**config.mk**
```make
export PLATFORM = sky130hd
export DESIGN_NAME = addsub_exec_stage
export DESIGN_NICKNAME = d
export VERILOG_FILES = /design/src/rtl/addsub_exec_stage.sv
export SDC_FILE = /design/constraint.sdc
export NUM_CORES = 1
export LEC_CHECK = 0
export BUFFER_PORTS_ARGS = -buffer_cell sky130_fd_sc_hd__buf_2
export CORE_MARGIN = 3
export CORE_UTILIZATION = 33
export DETAILED_ROUTE_END_ITERATION = 7
export GPL_TIMING_DRIVEN = 0
export SLEW_MARGIN = 30
export SYNTH_ARGS = -nofsm -noshare
export SYNTH_HDL_FRONTEND = slang
export SYNTH_SLANG_ARGS = --single-unit
```
**constraint.sdc**
```tcl
create_clock -name clk -period 4.16 [get_ports clk]
set_input_delay 0.832 -clock clk [delete_from_list [all_inputs] [get_ports clk]]
set_output_delay 0.832 -clock clk [all_outputs]
set_load 0.05 [all_outputs]
```
**src/rtl/addsub_exec_stage.sv**
```systemverilog
// Execute stage around a 16-bit two's-complement adder/subtractor: decodes the opcode into
// Op/Cin and registers the result, destination tag and N/Z/C/V flags behind a valid/ready handshake.
module addsub_exec_stage #(
    parameter int unsigned RD_W = 3
) (
    input  logic            clk,
    input  logic            rst_n,
    input  logic            in_valid,
    output logic            in_ready,
    input  logic [2:0]      in_op,
    input  logic [15:0]     in_a,
    input  logic [15:0]     in_b,
    input  logic [RD_W-1:0] in_rd,
    output logic            out_valid,
    input  logic            out_ready,
    output logic [15:0]     out_result,
    output logic [RD_W-1:0] out_rd,
    output logic            out_we,
    output logic            out_err,
    output logic [3:0]      flags
);

    logic            out_valid_q;
    logic [15:0]     out_result_q, out_result_d;
    logic [RD_W-1:0] out_rd_q;
    logic            out_we_q, out_we_d;
    logic            out_err_q, out_err_d;
    logic [3:0]      flags_q, flags_d;

    logic        accept;
    logic        op_sub;
    logic        cin;
    logic        illegal;
    logic        is_cmp;
    logic [15:0] b_opd;
    logic [16:0] sum17;
    logic [15:0] res;
    logic        flag_n, flag_z, flag_c, flag_v;

    assign in_ready = !out_valid_q || out_ready;
    assign accept   = in_valid && in_ready;

    // Opcode decode into adder controls; carry-in comes from the architectural C flag.
    always_comb begin
        op_sub  = 1'b0;
        cin     = 1'b0;
        illegal = 1'b0;
        is_cmp  = 1'b0;
        b_opd   = in_b;
        unique case (in_op)
            3'b000: ;
            3'b001: cin = flags_q[1];
            3'b010: op_sub = 1'b1;
            3'b011: begin
                op_sub = 1'b1;
                cin    = flags_q[1];
            end
            3'b100: begin
                op_sub = 1'b1;
                is_cmp = 1'b1;
            end
            3'b101: b_opd = 16'h0001;
            3'b110: begin
                op_sub = 1'b1;
                b_opd  = 16'h0001;
            end
            default: illegal = 1'b1;
        endcase
    end

    // Subtraction uses A + ~B + !borrow_in so one adder serves both directions.
    assign sum17 = {1'b0, in_a} + {1'b0, (op_sub ? ~b_opd : b_opd)}
                 + {16'h0000, (op_sub ? !cin : cin)};
    assign res   = sum17[15:0];

    always_comb begin
        flag_n = res[15];
        flag_z = (res == 16'h0000);
        if (op_sub) begin
            flag_c = ({1'b0, in_a} < ({1'b0, b_opd} + {16'h0000, cin}));
            flag_v = (in_a[15] != b_opd[15]) && (res[15] != in_a[15]);
        end else begin
            flag_c = sum17[16];
            flag_v = (in_a[15] == b_opd[15]) && (res[15] != in_a[15]);
        end
    end

    always_comb begin
        out_result_d = res;
        out_we_d     = !is_cmp;
        out_err_d    = 1'b0;
        flags_d      = {flag_n, flag_z, flag_c, flag_v};
        if (illegal) begin
            out_result_d = 16'h0000;
            out_we_d     = 1'b0;
            out_err_d    = 1'b1;
            flags_d      = flags_q;
        end
    end

    always_ff @(posedge clk or negedge rst_n) begin
        if (!rst_n) begin
            out_valid_q  <= 1'b0;
            out_result_q <= 16'h0000;
            out_rd_q     <= '0;
            out_we_q     <= 1'b0;
            out_err_q    <= 1'b0;
            flags_q      <= 4'b0000;
        end else if (accept) begin
            out_valid_q  <= 1'b1;
            out_result_q <= out_result_d;
            out_rd_q     <= in_rd;
            out_we_q     <= out_we_d;
            out_err_q    <= out_err_d;
            flags_q      <= flags_d;
        end else if (out_ready) begin
            out_valid_q  <= 1'b0;
        end
    end

    assign out_valid  = out_valid_q;
    assign out_result = out_result_q;
    assign out_rd     = out_rd_q;
    assign out_we     = out_we_q;
    assign out_err    = out_err_q;
    assign flags      = flags_q;

endmodule

```
* After elaboration in Yosys (flattened, before gate mapping)
Index checks and enable logic that the tools add are counted.
** Storage, ports and cells
- Register bits :: 26
- Logic and storage cells :: 48
- Input bits :: 42
** Operators by class
- $lt $le $gt $ge :: 1
- Reductions and logical operators :: 15
- Bitwise logic cells :: 1
- Equality and inequality tests :: 9
- Muxes and demuxes :: 13
- $add $sub $neg :: 3
** Operator list (count)
- 16-bit two-way mux :: 3
- 16-bit by 1-bit adder with 17-bit output :: 1
- 16-bit by 16-bit adder with 17-bit output :: 1
- 17-bit by 1-bit adder with 17-bit output :: 1
- 16-bit by 17-bit < comparator with 1-bit output :: 1
- 16-bit zero test :: 1
- 16-bit inverter :: 1
- 1-bit two-way mux :: 10
- 3-bit == test (second input constant) :: 3
- 7-bit OR reduction :: 1
- 3-bit by 2-bit == test with 1-bit output (second input constant) :: 2
- 2-bit OR reduction :: 2
- 4-bit OR reduction :: 1
- 3-bit by 1-bit == test with 1-bit output (second input constant) :: 1
- 1-bit logical AND :: 3
- 1-bit zero test :: 3
- 3-bit zero test :: 1
- 1-bit != test :: 2
- 2-bit AND reduction :: 1
- 2-bit nonzero test :: 1
- 1-bit == test :: 1
- 1-bit logical OR :: 1

* Depth between registers and ports, before layout
- Word-level depth :: 10
- Gate-level depth with buffers :: 20
- Depth with buffers taken out :: 18

* Least setup slack after synthesis
No wires, ideal clock.
- Path kind :: in2reg
- From :: input port in_op[0]
- To :: register flags_q[1], in the netlist flags[1]
- Path buffers :: 2
- Library setup time :: 0.095 ns
- Slack :: -0.342 ns
- Arrival time :: 4.407 ns
- Data required time :: 4.065 ns
- Stages on the path :: 20
- Cells stage by stage :: clkbuf_1 -> xor2_1 -> nand2_1 -> clkbuf_1 -> nand2b_1 -> ha_1 -> and3_1 -> nand2_1 -> nor3_1 -> nand3_1 -> xnor2_1 -> nand2_1 -> ha_1 -> a2111oi_0 -> o21ai_1 -> or4_1 -> nor3_1 -> o21ai_0 -> and3b_1 -> o31ai_1
** Between the ends
- Cells in the longest elaborated chain, start to end :: 8
** RTL lines
- start: declaration :: line 10 : input logic [2:0] in_op,
- 3-bit == test :: line 50 : unique case (in_op)
- 2-bit OR reduction (no line)
- 16-bit two-way mux :: line 50
- 16-bit inverter :: line 72 : assign sum17 = {1'b0, in_a} + {1'b0, (op_sub ? ~b_opd : b_opd)}
- 16-bit two-way mux :: line 72
- 16-bit by 16-bit adder with 17-bit output :: line 72
- 17-bit by 1-bit adder with 17-bit output :: line 73 : + {16'h0000, (op_sub ? !cin : cin)};
- 1-bit two-way mux :: line 79 : if (op_sub) begin
- end signal: assignment :: line 115 : flags_q <= flags_d;
- end: declaration :: line 28 : logic [3:0] flags_q, flags_d;
Several ways; a longest one is shown, not always the timed one.
A chain may end at the register's enable or synchronous reset.

* Worst setup path after layout
- From :: input port in_op[2]
- To :: register flags_q[1], in the netlist flags[1]
The elaborated chain is that of the path after synthesis.

==> impl_metrics.tcl <==
set metrics [dict create \
    timing.setup.critical_path_class "in -> reg" \
    nFillCells 822 \
    postSynth.asyncResetShare_pct 100 \
    numCtsBuffers 3 \
    power_leakage_nw 1.68 \
    worst_path_largest_cell_delay_ps 440 \
    setup_viol 0 \
    ys.flop_type "sky130_fd_sc_hd__dfrtp_1" \
    swShare_pct 49.6 \
    crit_chain "clkbuf_2 > nor2_1 > a21o_1 > buf_4 > buf_6 > xnor2_1 > fa_1 > fa_2 > a21oi_1 > o22ai_1 > o311a_2 > a211o_1 > a31o_2 > a21oi_1 > o31ai_1" \
    coreArea_um2 7930 \
    hold_violations 0 \
    power.share.combinational_pct 64.3 \
    ctsLongestPathBuffers 2 \
    synthesis.area_um2 2760 \
    final-instance-count-excl-fill 501 \
    ys_seq_area_share_pct 23.5 \
    drc_errors 0 \
    antenna_found_initial 0 \
    cp_slowest_cell "sky130_fd_sc_hd__fa_1" \
    die_w_um 97.5 \
    rsz_0062_raised_after_global_routing "no" \
    worst_reg2reg_path_length_in_cells 18 \
    remaining_global_route_overflow 0 \
    power.ir.vdd_worst_mv 0.133 \
    max_cap_violations 0 \
    cts.sinks 26 \
    fp.dieArea_um2 9510 \
    postSynthAreaPerCell_um2 8.56 \
    outcome "finished clean" \
    mostFrequentLayoutCell "sky130_fd_sc_hd__buf_2" \
    reg2reg_to "flags[1]" \
    number_of_stages_on_the_worst_hold_path 2 \
    maxSlewHeadroom_pct 45.1 \
    sequentialPowerShare_pct 25.7 \
    place_inst 491 \
    initial_core_util_pct 34.9 \
    post_route_worst_setup_slack_ps 172 \
    yosysWarnings 0 \
    post_synth_inst_count 323 \
    finalCoreUtilization_pct 44.2 \
    io_pins 69 \
    min-delay-start "flags[3]" \
    post-dp-hpwl_um 5860 \
    power.share.clock_pct 10.0 \
    clock_slew_at_reported_path_ffs_ps 80 \
    yosys_register_bits 26 \
    critical_path_arrival_ps 4140 \
    timing.hold.worst.class "reg -> reg" \
    worst_slew_pin_slew_ps 819 \
    start_kind "primary input" \
    area_delta_synth_final_pct 26.9 \
    cts-htree-levels 1 \
    clock.fmax_mhz 251 \
    routed-via-count 2528 \
    path_common_cell "sky130_fd_sc_hd__a21oi_1" \
    worst_clock_skew_ps 2.93 \
    final_max_slew_viol_count 0 \
    drtIter0Drc 119 \
    vias_per_inst 5.05 \
    drt_first_pass_iters 4 \
    timing.final.crit_share_pct 95.9 \
    die_height_um 97.5 \
    minimum_clock_period_ps 3990 \
    grtUsageTotal_pct 14.6 \
    antenna_cells 0 \
    critPathCaptureType "flip-flop" \
    num_rows 32 \
    routed_wire_length_per_instance_um 13.9 \
    cts_hold_buf 0 \
    place_ws_ps -711 \
    timing.rr.start "flags[1]" \
    grt_first_pass_wirelength_um 11800 \
    synth_cell_type_count 59 \
    most_frequent_cells_in_the_layout "65 x sky130_fd_sc_hd__buf_2, 46 x sky130_fd_sc_hd__nand2_1, 26 x sky130_fd_sc_hd__ha_1, 26 x sky130_fd_sc_hd__dfrtp_1, 22 x sky130_fd_sc_hd__xor2_1" \
    synth_enable_flop_cells 0 \
    cts_root_buffer "sky130_fd_sc_hd__clkbuf_8" \
    via_count_of_the_first_global_routing_pass 2478 \
    path_buf_inv 3 \
    worst-path-max-fanout 10 \
    cellPowerDensity_nw_per_um2 395 \
    final_antenna_net_count 0 \
    grt_start_max_net_pins 27 \
    min_delay_endpoint "flags[3]" \
    finish.net_count 477 \
    power.net_switching_w 0.000688 \
    drt_wl_total_um 6950 \
    timing.critical_path.depth 15 \
    finalWeightedCongestion 0.815 \
    tritoncts "built" \
    reg2reg_setup_slack_ps 570 \
    portBuffers 66 \
    clock_insertion_delay_worst_skew_ps 270 \
    postSynthNetCount 399 \
    post_route_cells_drive_above_1_share_pct 30.3 \
    multi_input_comb_area_um2 2190 \
    delay_heaviest_family_cp "compound AO/OA/AOI/OAI gates" \
    internal_power_w 0.000698 \
    sequential_cell_area_um2 651 \
    setup_tns_ps 0 \
    critPathRequiredTime_ps 4320 \
]
routing by layer:
layer	part of all wire, %	track usage (%)	vias to the layer above
met5	0	0	-
met4	0.73	2.56	0
met3	5.3	2.01	5
met2	42	23.0	65
met1	51	21.4	1119
li1	-	-	1339
cell families after synthesis:
logic type / count (synthesis) / share of synthesized area (%)
and+or+nand+nor: 112 / 19.7
AOI/OAI and AO/OA: 87 / 22.9
xor gates and xnor gates: 41 / 13.0
adders and majority gates: 34 / 15.9
DFF: 26 / 23.5
buffers and inverters: 18 / 3.03
muxes: 5 / 1.95
area by class of cell:
type | count | share of cell area, %
flip-flops and latches | 26 | 18.6
inverters | 6 | 0.642
well taps | 102 | 3.64
multi-input cells | 279 | 62.4
repair buffers | 74 | 11.3
plain buffers | 11 | 2.28
clock buffers | 3 | 1.18
timing repair:
item	in CTS	in global routing
cloned	0	0
pin swaps	4	10
resized for setup	13	21
endpoints found under the hold margin	0	0
endpoints found under the setup margin	3	4
buffers inserted	3	5
worst reg2reg max path, delay by kind of cell, from the launching register on:
kind | cells | cell delay (ps)
simple gates | 10 | 1730
compound gates | 4 | 560
fa+ha+maj | 2 | 520
flops | 1 | 410
buf+inv | 1 | 160
xor+xnor | 1 | 140
Yosys cell counts, types with 2 or more instances:
library cell | number | area, um2
sky130_fd_sc_hd__a211oi_1 | 2 | 15.0
sky130_fd_sc_hd__a211oi_2 | 2 | 25.0
sky130_fd_sc_hd__a21o_1 | 8 | 60.1
sky130_fd_sc_hd__a21oi_1 | 20 | 100
sky130_fd_sc_hd__a22o_1 | 12 | 105
sky130_fd_sc_hd__a22oi_1 | 3 | 22.5
sky130_fd_sc_hd__a31o_2 | 3 | 26.3
sky130_fd_sc_hd__a31oi_1 | 3 | 18.8
sky130_fd_sc_hd__and3_1 | 10 | 62.6
sky130_fd_sc_hd__and3b_1 | 2 | 17.5
sky130_fd_sc_hd__buf_1 | 2 | 7.51
sky130_fd_sc_hd__clkbuf_1 | 8 | 30.0
sky130_fd_sc_hd__dfrtp_1 | 26 | 651
sky130_fd_sc_hd__fa_1 | 2 | 40.0
sky130_fd_sc_hd__ha_1 | 32 | 400
sky130_fd_sc_hd__inv_1 | 6 | 22.5
sky130_fd_sc_hd__mux2_2 | 3 | 33.8
sky130_fd_sc_hd__mux2i_1 | 2 | 20.0
sky130_fd_sc_hd__nand2_1 | 47 | 176
sky130_fd_sc_hd__nand2b_1 | 7 | 43.8
sky130_fd_sc_hd__nand3_1 | 10 | 50.1
sky130_fd_sc_hd__nor2_1 | 14 | 52.6
sky130_fd_sc_hd__nor2b_1 | 2 | 12.5
sky130_fd_sc_hd__nor3_1 | 6 | 30.0
sky130_fd_sc_hd__o211ai_1 | 3 | 22.5
sky130_fd_sc_hd__o21a_1 | 3 | 22.5
sky130_fd_sc_hd__o21ai_0 | 9 | 45.0
sky130_fd_sc_hd__o21ai_1 | 2 | 10.0
sky130_fd_sc_hd__o31ai_1 | 2 | 15.0
sky130_fd_sc_hd__or2_2 | 3 | 18.8
sky130_fd_sc_hd__or3_2 | 2 | 15.0
sky130_fd_sc_hd__xnor2_1 | 18 | 158
sky130_fd_sc_hd__xor2_1 | 23 | 201
power groups by stage:
stage / Clock [W] / Combinational, W / Sequential, W
finish: 0.000139 / 0.000891 / 0.000356
global route: 0.000155 / 0.000976 / 0.000366
CTS: 0.000143 / 0.000882 / 0.000357
detailed placement: 0 / 0.000867 / 0.000362
global placement: 0 / 0.000853 / 0.000363
floorplan: 0 / 0.000427 / 0.000596
flip-flops by register name, summed over array words and instances, names as in the netlist:
name,flops
out_err,1
out_valid,1
flags,4
out_result,16
out_we,1
out_rd,3
metrics by stage:
stage | hold slack [ps] | total power (W) | cell area [um2]
after CTS | 484 | 0.00138 | 3400
after floorplan | 536 | 0.00102 | 2820
after global placement | 463 | 0.00122 | 3270
final | 486 | 0.00139 | 3510
after global routing | 512 | 0.00150 | 3510
after detailed placement | 465 | 0.00123 | 3270
how the worst max path moves through the flow:
stage                           to  startpoint  slack (ps)
after global routing      flags[1]    in_op[0]           5
after CTS                 flags[1]    in_op[0]          20
after global placement    flags[1]    in_op[0]        -680
final                     flags[1]    in_op[2]         170
after floorplan           flags[1]    in_op[0]         -50
after detailed placement  flags[1]    in_op[0]        -710
No activity file was read; power rests on OpenSTA's default activity.
